<file path="config.mk">
export PLATFORM = sky130hd
export DESIGN_NAME = fetch_pc_unit_flat
export DESIGN_NICKNAME = d
export VERILOG_FILES = /design/src/rtl/fetch_pkg.sv /design/src/rtl/fetch_pc_unit_if.sv /design/src/rtl/fetch_fifo.sv /design/src/rtl/fetch_pc_unit.sv /design/src/flat_wrapper.sv
export SDC_FILE = /design/constraint.sdc
export NUM_CORES = 1
export LEC_CHECK = 0
export ABC_AREA = 1
export CAP_MARGIN = 20
export CORE_ASPECT_RATIO = 2
export CORE_MARGIN = 3
export CORE_UTILIZATION = 43
export CTS_CLUSTER_SIZE = 30
export DETAILED_ROUTE_END_ITERATION = 10
export SYNTH_ARGS = -nofsm -noshare
export SYNTH_HDL_FRONTEND = slang
export SYNTH_SLANG_ARGS = --single-unit
</file>
<file path="constraint.sdc">
create_clock -name clk -period 6.1 [get_ports clk]
set_input_delay 0.915 -clock clk [delete_from_list [all_inputs] [get_ports clk]]
set_output_delay 0.915 -clock clk [all_outputs]
set_load 0.05 [all_outputs]
</file>
<file path="src/rtl/fetch_pkg.sv">
// Shared defaults, FSM state type and in-flight tag layout for the fetch PC unit.
package fetch_pkg;

  localparam int unsigned XLEN_DEFAULT     = 32;
  localparam logic [31:0] RESET_PC_DEFAULT = 32'h0000_0000;
  localparam logic [31:0] NOP_INST         = 32'h0000_0013;

  typedef enum logic [1:0] {
    BOOT,
    FETCH,
    FLUSH
  } fetch_state_e;

  typedef struct packed {
    logic                    epoch;
    logic [XLEN_DEFAULT-1:0] pc;
  } fetch_tag_t;

endpackage

</file>
<file path="src/rtl/fetch_pc_unit_if.sv">
// Fetch-unit bus: imem request/response channel plus the decode-facing queue head.
interface fetch_pc_unit_if #(
  parameter int unsigned XLEN = fetch_pkg::XLEN_DEFAULT
);
  logic            imem_req_valid;
  logic [XLEN-1:0] imem_req_addr;
  logic            imem_req_ready;
  logic            imem_rsp_valid;
  logic [31:0]     imem_rsp_data;
  logic            dec_valid;
  logic [31:0]     dec_inst;
  logic [XLEN-1:0] dec_pc;
  logic            dec_ready;

  modport master (
    output imem_req_valid, imem_req_addr, dec_valid, dec_inst, dec_pc,
    input  imem_req_ready, imem_rsp_valid, imem_rsp_data, dec_ready
  );

  modport slave (
    input  imem_req_valid, imem_req_addr, dec_valid, dec_inst, dec_pc,
    output imem_req_ready, imem_rsp_valid, imem_rsp_data, dec_ready
  );
endinterface

</file>
<file path="src/rtl/fetch_fifo.sv">
// Synchronous FIFO with flush; any depth >= 1. Push on full is accepted only with a pop.
module fetch_fifo #(
  parameter int unsigned WIDTH = 32,
  parameter int unsigned DEPTH = 4,
  localparam int unsigned CntW = $clog2(DEPTH + 1)
) (
  input  logic             clk,
  input  logic             rst,
  input  logic             push,
  input  logic [WIDTH-1:0] wdata,
  input  logic             pop,
  input  logic             flush,
  output logic [WIDTH-1:0] rdata,
  output logic             full,
  output logic             empty,
  output logic [CntW-1:0]  count
);
  localparam int unsigned PtrW = (DEPTH > 1) ? $clog2(DEPTH) : 1;

  logic [WIDTH-1:0] mem [DEPTH];
  logic [PtrW-1:0]  wr_ptr_q, wr_ptr_d, rd_ptr_q, rd_ptr_d;
  logic [CntW-1:0]  count_q, count_d;
  logic             do_push, do_pop;

  function automatic logic [PtrW-1:0] ptr_inc(logic [PtrW-1:0] p);
    return (p == PtrW'(DEPTH - 1)) ? '0 : p + PtrW'(1);
  endfunction

  assign full    = (count_q == CntW'(DEPTH));
  assign empty   = (count_q == '0);
  assign count   = count_q;
  assign rdata   = mem[rd_ptr_q];
  assign do_pop  = pop && !empty;
  assign do_push = push && (!full || do_pop);

  always_comb begin
    wr_ptr_d = wr_ptr_q;
    rd_ptr_d = rd_ptr_q;
    count_d  = count_q;
    if (flush) begin
      wr_ptr_d = '0;
      rd_ptr_d = '0;
      count_d  = '0;
    end else begin
      if (do_push) wr_ptr_d = ptr_inc(wr_ptr_q);
      if (do_pop)  rd_ptr_d = ptr_inc(rd_ptr_q);
      if (do_push && !do_pop)      count_d = count_q + CntW'(1);
      else if (!do_push && do_pop) count_d = count_q - CntW'(1);
    end
  end

  always_ff @(posedge clk or negedge rst) begin
    if (!rst) begin
      wr_ptr_q <= '0;
      rd_ptr_q <= '0;
      count_q  <= '0;
    end else begin
      wr_ptr_q <= wr_ptr_d;
      rd_ptr_q <= rd_ptr_d;
      count_q  <= count_d;
    end
  end

  // Storage needs no reset: only slots covered by count are ever read out.
  always_ff @(posedge clk) begin
    if (do_push && !flush) mem[wr_ptr_q] <= wdata;
  end

endmodule

</file>
<file path="src/rtl/fetch_pc_unit.sv">
// Fetch PC unit: issues imem requests, tags them with an epoch, queues in-epoch responses.
// Optional FETCH_MISALIGN_EN adds a registered redirect_misalign pulse output.
module fetch_pc_unit
  import fetch_pkg::*;
#(
  parameter int unsigned     XLEN      = XLEN_DEFAULT,
  parameter logic [XLEN-1:0] RESET_PC  = XLEN'(RESET_PC_DEFAULT),
  parameter int unsigned     FQ_DEPTH  = 4,
  parameter int unsigned     MAX_OUTST = 2
) (
  input  logic                   clk,
  input  logic                   rst,
  input  logic                   redirect_valid,
  input  logic [XLEN-1:0]        redirect_target,
  input  logic                   stall,
  fetch_pc_unit_if.master        bus,
  output logic [XLEN-1:0]        pc_next_out
`ifdef FETCH_MISALIGN_EN
  ,
  output logic                   redirect_misalign
`endif
);
  localparam int unsigned OutW = $clog2(MAX_OUTST + 1);
  localparam int unsigned OccW = $clog2(FQ_DEPTH + 1);
  localparam int unsigned SumW = ((OutW > OccW) ? OutW : OccW) + 1;
  localparam logic [XLEN-1:0] AlignMask = {{(XLEN - 2){1'b1}}, 2'b00};

  typedef struct packed {
    logic            epoch;
    logic [XLEN-1:0] pc;
  } tag_t;

  typedef struct packed {
    logic [XLEN-1:0] pc;
    logic [31:0]     inst;
  } entry_t;

  fetch_state_e    state_q, state_d;
  logic [XLEN-1:0] pc_q, pc_d, target_aligned;
  logic            epoch_q;
  logic            redirect_take, req_fire, rsp_take, can_issue;
  logic            tag_full, tag_empty, q_full, q_empty, q_push, q_pop;
  logic [OutW-1:0] outst;
  logic [OccW-1:0] occ;
  tag_t            tag_new, tag_head;
  entry_t          q_new, q_head;

  assign target_aligned = redirect_target & AlignMask;
  assign redirect_take  = redirect_valid && (state_q != BOOT);
  assign req_fire       = bus.imem_req_valid && bus.imem_req_ready;
  assign rsp_take       = bus.imem_rsp_valid && !tag_empty;
  assign q_push         = rsp_take && (tag_head.epoch == epoch_q);
  assign q_pop          = bus.dec_valid && bus.dec_ready;
  // Credit: every in-flight request already owns a queue slot, so responses never overflow.
  assign can_issue      = !stall && !tag_full && !q_full &&
                          ((SumW'(outst) + SumW'(occ)) < SumW'(FQ_DEPTH));

  assign tag_new = '{epoch: epoch_q, pc: pc_q};
  assign q_new   = '{pc: tag_head.pc, inst: bus.imem_rsp_data};

  fetch_fifo #(
    .WIDTH ($bits(tag_t)),
    .DEPTH (MAX_OUTST)
  ) u_tag_fifo (
    .clk   (clk),
    .rst   (rst),
    .push  (req_fire),
    .wdata (tag_new),
    .pop   (rsp_take),
    .flush (1'b0),
    .rdata (tag_head),
    .full  (tag_full),
    .empty (tag_empty),
    .count (outst)
  );

  fetch_fifo #(
    .WIDTH ($bits(entry_t)),
    .DEPTH (FQ_DEPTH)
  ) u_fetch_queue (
    .clk   (clk),
    .rst   (rst),
    .push  (q_push),
    .wdata (q_new),
    .pop   (q_pop),
    .flush (redirect_take),
    .rdata (q_head),
    .full  (q_full),
    .empty (q_empty),
    .count (occ)
  );

  always_ff @(posedge clk or negedge rst) begin
    if (!rst) state_q <= BOOT;
    else      state_q <= state_d;
  end

  always_comb begin
    state_d = state_q;
    unique case (state_q)
      BOOT:         state_d = FETCH;
      FETCH, FLUSH: state_d = redirect_take ? FLUSH : FETCH;
      default:      state_d = BOOT;
    endcase
  end

  always_comb begin
    bus.imem_req_valid = 1'b0;
    if (state_q == FETCH) bus.imem_req_valid = can_issue;
  end

  always_comb begin
    pc_d = pc_q;
    if (redirect_take) pc_d = target_aligned;
    else if (req_fire) pc_d = pc_q + XLEN'(4);
  end

  always_ff @(posedge clk or negedge rst) begin
    if (!rst) begin
      pc_q    <= RESET_PC;
      epoch_q <= 1'b0;
    end else begin
      pc_q    <= pc_d;
      epoch_q <= epoch_q ^ redirect_take;
    end
  end

  assign bus.imem_req_addr = pc_q;
  assign bus.dec_valid     = !q_empty;
  assign bus.dec_inst      = q_empty ? '0 : q_head.inst;
  assign bus.dec_pc        = q_empty ? '0 : q_head.pc;
  assign pc_next_out       = redirect_valid ? target_aligned : pc_q;

`ifdef FETCH_MISALIGN_EN
  logic misalign_q;

  always_ff @(posedge clk or negedge rst) begin
    if (!rst) misalign_q <= 1'b0;
    else      misalign_q <= redirect_take && (redirect_target[1:0] != 2'b00);
  end

  assign redirect_misalign = misalign_q;
`endif

endmodule

</file>
<file path="src/flat_wrapper.sv">
// flat-port wrapper written by rule: the top's interface ports become plain ports
module fetch_pc_unit_flat import fetch_pkg::*;
#(
  parameter int unsigned     XLEN      = XLEN_DEFAULT,
  parameter logic [XLEN-1:0] RESET_PC  = XLEN'(RESET_PC_DEFAULT),
  parameter int unsigned     FQ_DEPTH  = 4,
  parameter int unsigned     MAX_OUTST = 2
)
  (clk, rst, redirect_valid, redirect_target, stall, pc_next_out, bus_imem_req_valid, bus_imem_req_addr, bus_dec_valid, bus_dec_inst, bus_dec_pc, bus_imem_req_ready, bus_imem_rsp_valid, bus_imem_rsp_data, bus_dec_ready);
  fetch_pc_unit_if #(.XLEN(XLEN)) bus_i ();
  input  logic clk;
  input  logic rst;
  input  logic redirect_valid;
  input  logic [XLEN-1:0] redirect_target;
  input  logic stall;
  output logic [XLEN-1:0] pc_next_out;
  output wire logic [$bits(bus_i.imem_req_valid)-1:0] bus_imem_req_valid;
  output wire logic [$bits(bus_i.imem_req_addr)-1:0] bus_imem_req_addr;
  output wire logic [$bits(bus_i.dec_valid)-1:0] bus_dec_valid;
  output wire logic [$bits(bus_i.dec_inst)-1:0] bus_dec_inst;
  output wire logic [$bits(bus_i.dec_pc)-1:0] bus_dec_pc;
  input wire logic [$bits(bus_i.imem_req_ready)-1:0] bus_imem_req_ready;
  input wire logic [$bits(bus_i.imem_rsp_valid)-1:0] bus_imem_rsp_valid;
  input wire logic [$bits(bus_i.imem_rsp_data)-1:0] bus_imem_rsp_data;
  input wire logic [$bits(bus_i.dec_ready)-1:0] bus_dec_ready;
  assign bus_imem_req_valid = bus_i.imem_req_valid;
  assign bus_imem_req_addr = bus_i.imem_req_addr;
  assign bus_dec_valid = bus_i.dec_valid;
  assign bus_dec_inst = bus_i.dec_inst;
  assign bus_dec_pc = bus_i.dec_pc;
  assign bus_i.imem_req_ready = bus_imem_req_ready;
  assign bus_i.imem_rsp_valid = bus_imem_rsp_valid;
  assign bus_i.imem_rsp_data = bus_imem_rsp_data;
  assign bus_i.dec_ready = bus_dec_ready;
  fetch_pc_unit #(.XLEN(XLEN), .RESET_PC(RESET_PC), .FQ_DEPTH(FQ_DEPTH), .MAX_OUTST(MAX_OUTST)) u_core (.clk(clk), .rst(rst), .redirect_valid(redirect_valid), .redirect_target(redirect_target), .stall(stall), .bus(bus_i), .pc_next_out(pc_next_out));
endmodule
</file>
==> metrics, run 1 <==
largest net degree at the start of global routing 91; # setup viols final 0; Antenna Nets Post-Route 0; count of cell types in the netlist 38; CTS H-tree lvls 1; Pwr Density 553 mW/mm2; Worst path slowest cell clkinv_2; drt total wl 37,400 um; latest clock arrival within the worst-skew pair 560 ps; Die Span X 140 um; count leader, synth nor2_1; Lkg Pwr 6.81 nW; DP Area 0.0176 mm2; met3 Track Usage GR 0.0192; Slew HR 0.315; Syn Inst Count 1,473; vias per cell 5.13; Root Driver clkbuf_16; synth top area cells edfxtp_1 61%, nor2_1 7.7%, dfrtp_1 7.2%; gr usage total 0.192; CP startpoint u_core.u_fetch_queue.rd_ptr_q[1]; vias in the first global route 10,900; total power 0.0103 W; Most Used Layer, Global Route met2; CTS clk-pin slew, worst paths 70 ps; CTS tree built; final worst path period share 0.787; initial antenna violation count 1; hold buffer count at cts 0; area leader, netlist edfxtp_1; clk buf depth 3; r2r worst-path depth 10; critical-path cell list clkinv_2 > buf_4 > nor2_1 > o21ai_0 > a21oi_1 > clkdlybuf4s50_1; CP required 5180 ps; clock sink count 354; Final Skew 10.7 ps; post-layout instance area 0.0186 mm2; R2R Path End u_core.u_fetch_queue.mem[2][6]; Synth top area share 0.606; # DRC 0; RePlAce Congestion 0.903; max-cap viol count 0; Arr. time, crit path 3890 ps; CP Max Fanout 49; Reg2Reg Setup Slack 2420 ps; initial detailed-routing violation count 513; TritonCTS buffer count 30; #FFs+latches synth 354; Peak VDD IR 0.340 mV; crit-path max cell delay 840 ps; fin. max-slew vios 0; Crit Path Category flop to output port; via count 10,800; Pre-antenna DRT Iters 4; met2 track demand over resource 0.358; Critical Path Stages 6; die area 0.0382 mm2; Fin. Hold Viols 0; Initial Util 0.437; Mapped Area 0.0154 mm2; measured slew at the worst slew-check pin 1030 ps; Filler cells 3,087; Fin Hold WS 442 ps; Post-synth ARST share 0.124; setup_tns 0 ps; Layout area overhead 21.2%; Ports 201; worst r2r src u_core.u_tag_fifo.rd_ptr_q; Port Buffer Count 192; Hold Path Class primary input to asynchronous set/reset pin; synthesized area per cell 10.4 um2; minimum clock period after layout 4800 ps; outcome completed; detailed placement HPWL 23,300 um; crit path to bus_dec_inst[7]; cts repair resizes 0; total gr overflow 0; Post-CTS Setup Bufs 0; FMAX 208 MHz; core footprint 0.0352 mm2; worst path bufs/invs 3; prevailing post-synth register cell edfxtp_1; Critical Path End Type output port; global-route wire length before repair 58,100 um; sequential element share of the synthesized area 0.677; crit-path leading delay family buffers and inverters; RSZ-0062 raised after global routing no; met1 usage 0.212; share of cells above drive strength 1 0.0567; post-DR wirelength/cell 17.8 um; # rows 97; die height 273 um; Worst setup SP type flop; YS warnings 0; Commonest cells post-synth 316 x nor2_1, 310 x edfxtp_1, 281 x nand2_1; Nets 1,722; Post-synth EDFFs 310
final cells by class:
cell class,instances,area [um2],share of cell area
Antenna cell,1,2.50,0.000134
Sequential cell,354,10400,0.559
Tap cell,445,557,0.0299
Clock buffer,43,871,0.0468
Timing Repair Buffer,208,2060,0.110
Inverter,72,272,0.0146
Clock inverter,10,77.6,0.00417
Multi-Input combinational cell,972,4370,0.235
through the flow:
step	instances	setup slack, ps	util
2_1_floorplan	1478	1470	-
3_3_place_gp	2050	1810	0.501
3_5_place_dp	2050	1810	0.501
4_1_cts	2103	1210	0.528
5_1_grt	2105	1060	0.529
6_report	2105	1300	0.529
where the power goes:
| part | total [W] | switching, W | internal, W |
|---|---|---|---|
| logic | 0.00492 | 0.00348 | 0.00144 |
| clock network | 0.00185 | 0.000824 | 0.00103 |
| registers | 0.00353 | 0.000360 | 0.00317 |
layout by cell type (no fill, tap or decap), drive strengths merged, types with 2 or more instances in the layout:
cell and count:
nor2 320, edfxtp 310, nand2 284, clkdlybuf4s50 190, o21ai 168, nand3 78
a21oi 72, inv 72, dfrtp 44, clkbuf 43, buf 18, ha 12
clkinv 8, xor2 6, or2 6, conb 6, nand4 3, o211ai 3
nor3 3, o22ai 2, xnor2 2
how the worst min path moves through the flow:
| stage | endpoint | slack, ps | cells past startpoint |
|---|---|---|---|
| after floorplan | u_core.u_tag_fifo.mem[0][32] | 440 | 0 |
| after global placement | u_core.u_tag_fifo.mem[0][32] | 450 | 0 |
| after detailed placement | u_core.u_tag_fifo.mem[0][32] | 460 | 0 |
| after CTS | u_core.u_tag_fifo.count[0] | 450 | 2 |
| after global routing | u_core.u_tag_fifo.count[0] | 480 | 2 |
| final | u_core.u_tag_fifo.count[0] | 440 | 2 |
routing by layer:
| metal | share of wire | up-vias |
|---|---|---|
| li1 | - | 5311 |
| met1 | 0.39 | 5111 |
| met2 | 0.52 | 294 |
| met3 | 0.035 | 93 |
| met4 | 0.053 | 0 |
| met5 | 0 | - |
worst reg2reg max path, stage by stage (launching register included):
cell and delay, ps:
dfrtp_1 360, buf_4 230, inv_2 440, nand2_1 100, nand2_1 90, xor2_1 170
nand2_1 120, nor2_1 210, inv_2 140, nor2_4 780, buf_4 660
sequential cells by signal, indices dropped and copies added (netlist names):
signal / flops
u_core.u_fetch_queue.wr_ptr_q: 2
u_core.u_tag_fifo.count: 2
u_core.u_fetch_queue.rd_ptr_q: 2
u_core.bus.imem_req_addr: 30
u_core.epoch_q: 1
u_core.u_tag_fifo.wr_ptr_q: 1
u_core.u_tag_fifo.rd_ptr_q: 1
u_core.u_fetch_queue.count: 3
u_core.state_q: 2
u_core.u_tag_fifo.mem: 62
u_core.u_fetch_queue.mem: 248
kinds of logic (layout without fill, tap and decap cells):
logic type | Yosys count | count (layout) | share of synthesized area
and+or+nand+nor | 695 | 695 | 0.181
DFF | 354 | 354 | 0.677
xor gates and xnor gates | 8 | 8 | 0.00456
other | 1 | 7 | 0.000244
buffers and inverters | 152 | 333 | 0.0423
AOI/OAI and AO/OA | 248 | 248 | 0.0818
muxes | 2 | 2 | 0.00138
adders and majority gates | 13 | 13 | 0.0111
No activity file was read; power rests on OpenSTA's default activity.
==> run 2, diff against run 1 <==
Clock period 6.1 ns to 5 ns, I/O delays scaled along.
==> run 2 against run 1 <==
Sequential power is 21% higher. Clock-buffer cell count is 1 higher. Critical path type unchanged. Total power is 24% higher. Largest cell class unchanged. Non-clock buffer count is 4 higher. Routed wire length is 0.90% lower. Clock power is 31% higher. Global-route usage is 0.18 points lower. Sequential share of layout area is 0.56 points lower. Worst setup slack worse by 730 ps. Clock skew is 2.1 ps higher.
==> metrics, run 2 (same netlist as run 1, synthesis figures left out) <==
clock sink count 354 (unchanged); max-cap viol count 0 (unchanged); Worst path slowest cell clkdlybuf4s50_1 (was clkinv_2); Setup WS pre-CTS 1160 ps (was 1810 ps); Die Span X 140 um (unchanged); Final Skew 12.9 ps (was 10.7 ps); TritonCTS buffer count 30 (unchanged); Fin. Hold Viols 0 (unchanged); final worst path period share 0.886; measured slew at the worst slew-check pin 975 ps (was 1030 ps); Layout area overhead 22.4% (was 21.2%); Post-CTS Setup Bufs 0 (unchanged); RSZ-0062 raised after global routing no (unchanged); FMAX 226 MHz; gr usage total 0.190 (was 0.192); initial antenna violation count 0 (was 1); Ports 201 (unchanged); CTS tree built (unchanged); die height 273 um (unchanged); final worst setup slack 568 ps (was 1300 ps); # rows 97 (unchanged); worst path bufs/invs 3 (unchanged); Lkg Pwr 6.88 nW (was 6.81 nW); minimum clock period after layout 4430 ps; vias per cell 5.09 (was 5.13); hold buffer count at cts 0 (unchanged); Worst setup SP type flop (unchanged); cts repair resizes 0 (unchanged); crit-path leading delay family buffers and inverters (unchanged); global-route wire length before repair 57,500 um (was 58,100 um); outcome completed (unchanged); via count 10,700 (was 10,800); largest net degree at the start of global routing 127 (was 91); clk buf depth 3 (unchanged); share of cells above drive strength 1 0.0612 (was 0.0567); Antenna Cells 0 (was 1); Largest register FFs 248 (unchanged); Root Driver clkbuf_16 (unchanged); Slew HR 0.350 (was 0.315); Pre-antenna DRT Iters 5 (was 4); setup_tns 0 ps (unchanged); vias in the first global route 10,600 (was 10,900); # setup viols final 0 (unchanged); commonest cells after routing, fill and taps aside 310 x nor2_1, 310 x edfxtp_1, 281 x nand2_1 (unchanged); Biggest register u_core.u_fetch_queue.mem (unchanged); post-DR wirelength/cell 17.5 um (was 17.8 um); Port Buffer Count 192 (unchanged); Peak VDD IR 0.551 mV (was 0.340 mV); total gr overflow 0 (unchanged); Fin Hold WS 104 ps (was 442 ps); Initial Util 0.437 (unchanged); fin. max-slew vios 0 (unchanged); CTS H-tree lvls 1 (unchanged); CTS clk-pin slew, worst paths 60 ps (was 70 ps); Hold Path Class primary input to asynchronous set/reset pin (unchanged); latest clock arrival within the worst-skew pair 560 ps (about the same); Pwr Density 678 mW/mm2 (was 553 mW/mm2); detailed placement HPWL 23,400 um (was 23,300 um); critical-path cell list inv_2 > buf_12 > nor2_1 > o21ai_0 > a21oi_1 > clkdlybuf4s50_1 (was clkinv_2 > buf_4 > nor2_1 > o21ai_0 > a21oi_1 > clkdlybuf4s50_1); drt total wl 37,000 um (was 37,400 um); initial detailed-routing violation count 455 (was 513); Antenna Nets Post-Route 0 (unchanged); # DRC 0 (unchanged); Arr. time, crit path 3680 ps (was 3890 ps); crit-path max cell delay 850 ps (was 840 ps); Crit Path Category flop to output port (unchanged); die area 0.0382 mm2 (unchanged); CP Max Fanout 39 (was 49); core footprint 0.0352 mm2 (unchanged); CP required 4250 ps (was 5180 ps); Critical Path End Type output port (unchanged); Nets 1,726 (was 1,722); RePlAce Congestion 0.936 (was 0.903)
run 2: cell count changes in the layout (fill, tap and decap cells not counted), sizes merged:
cell / previous run / this run
buf: 18 / 22
bufinv: 1 / 4
clkbuf: 43 / 44
clkinv: 8 / 5
clkinvlp: 1 / 3
diode: 1 / 0
run 2: worst paths after layout:
path	from	to	slack [ps]	depth (start not counted)
setup / recovery	u_core.u_fetch_queue.rd_ptr_q[1]	bus_dec_inst[27]	570	6
hold / removal	rst	u_core.u_tag_fifo.count[1]	100	1
setup reg to reg	u_core.state_q[0]	u_core.u_fetch_queue.mem[3][0]	2120	9
hold reg to reg	u_core.epoch_q	u_core.u_tag_fifo.mem[1][32]	480	0
max in group asynchronous	rst	u_core.bus.imem_req_addr[29]	4380	2
min in group clk	u_core.epoch_q	u_core.u_tag_fifo.mem[1][32]	480	0
run 2: cell type report:
class,instances,area [um2]
fillers,3095,16400
flip-flops and latches,354,10400
multi-input cells,972,4370
repair buffers,212,2150
clock buffers,44,875
well taps,445,557
inverters,72,270
clock inverters,12,174
run 2: stage by stage:
step	instance area, um2	total power [W]	std cells	utilization
finish	18800	0.0128	2111	0.534
global placement	17700	0.0104	2054	0.504
CTS	18800	0.0129	2111	0.534
floorplan	15400	0.00835	1478	-
global route	18800	0.0135	2111	0.534
detailed placement	17800	0.0105	2055	0.505
run 2: per-layer routing:
metal,up-vias,routed length [um],global-route usage
met4,0,1810,0.0937
met3,87,1750,0.0236
met1,5020,13800,0.213
met2,324,19700,0.353
li1,5311,-,-
met5,-,0,0
run 2: where the power goes:
group / internal, W / switching (W)
Combinational: 0.00180 / 0.00426
Clock: 0.00142 / 0.00100
Sequential: 0.00386 / 0.000407
==> run 3, diff against run 2 <==
Settings changed: TNS_END_PERCENT set to 50.
==> results of run 3 <==
No change in the layout: final DEF, timing and power equal those of run 2.
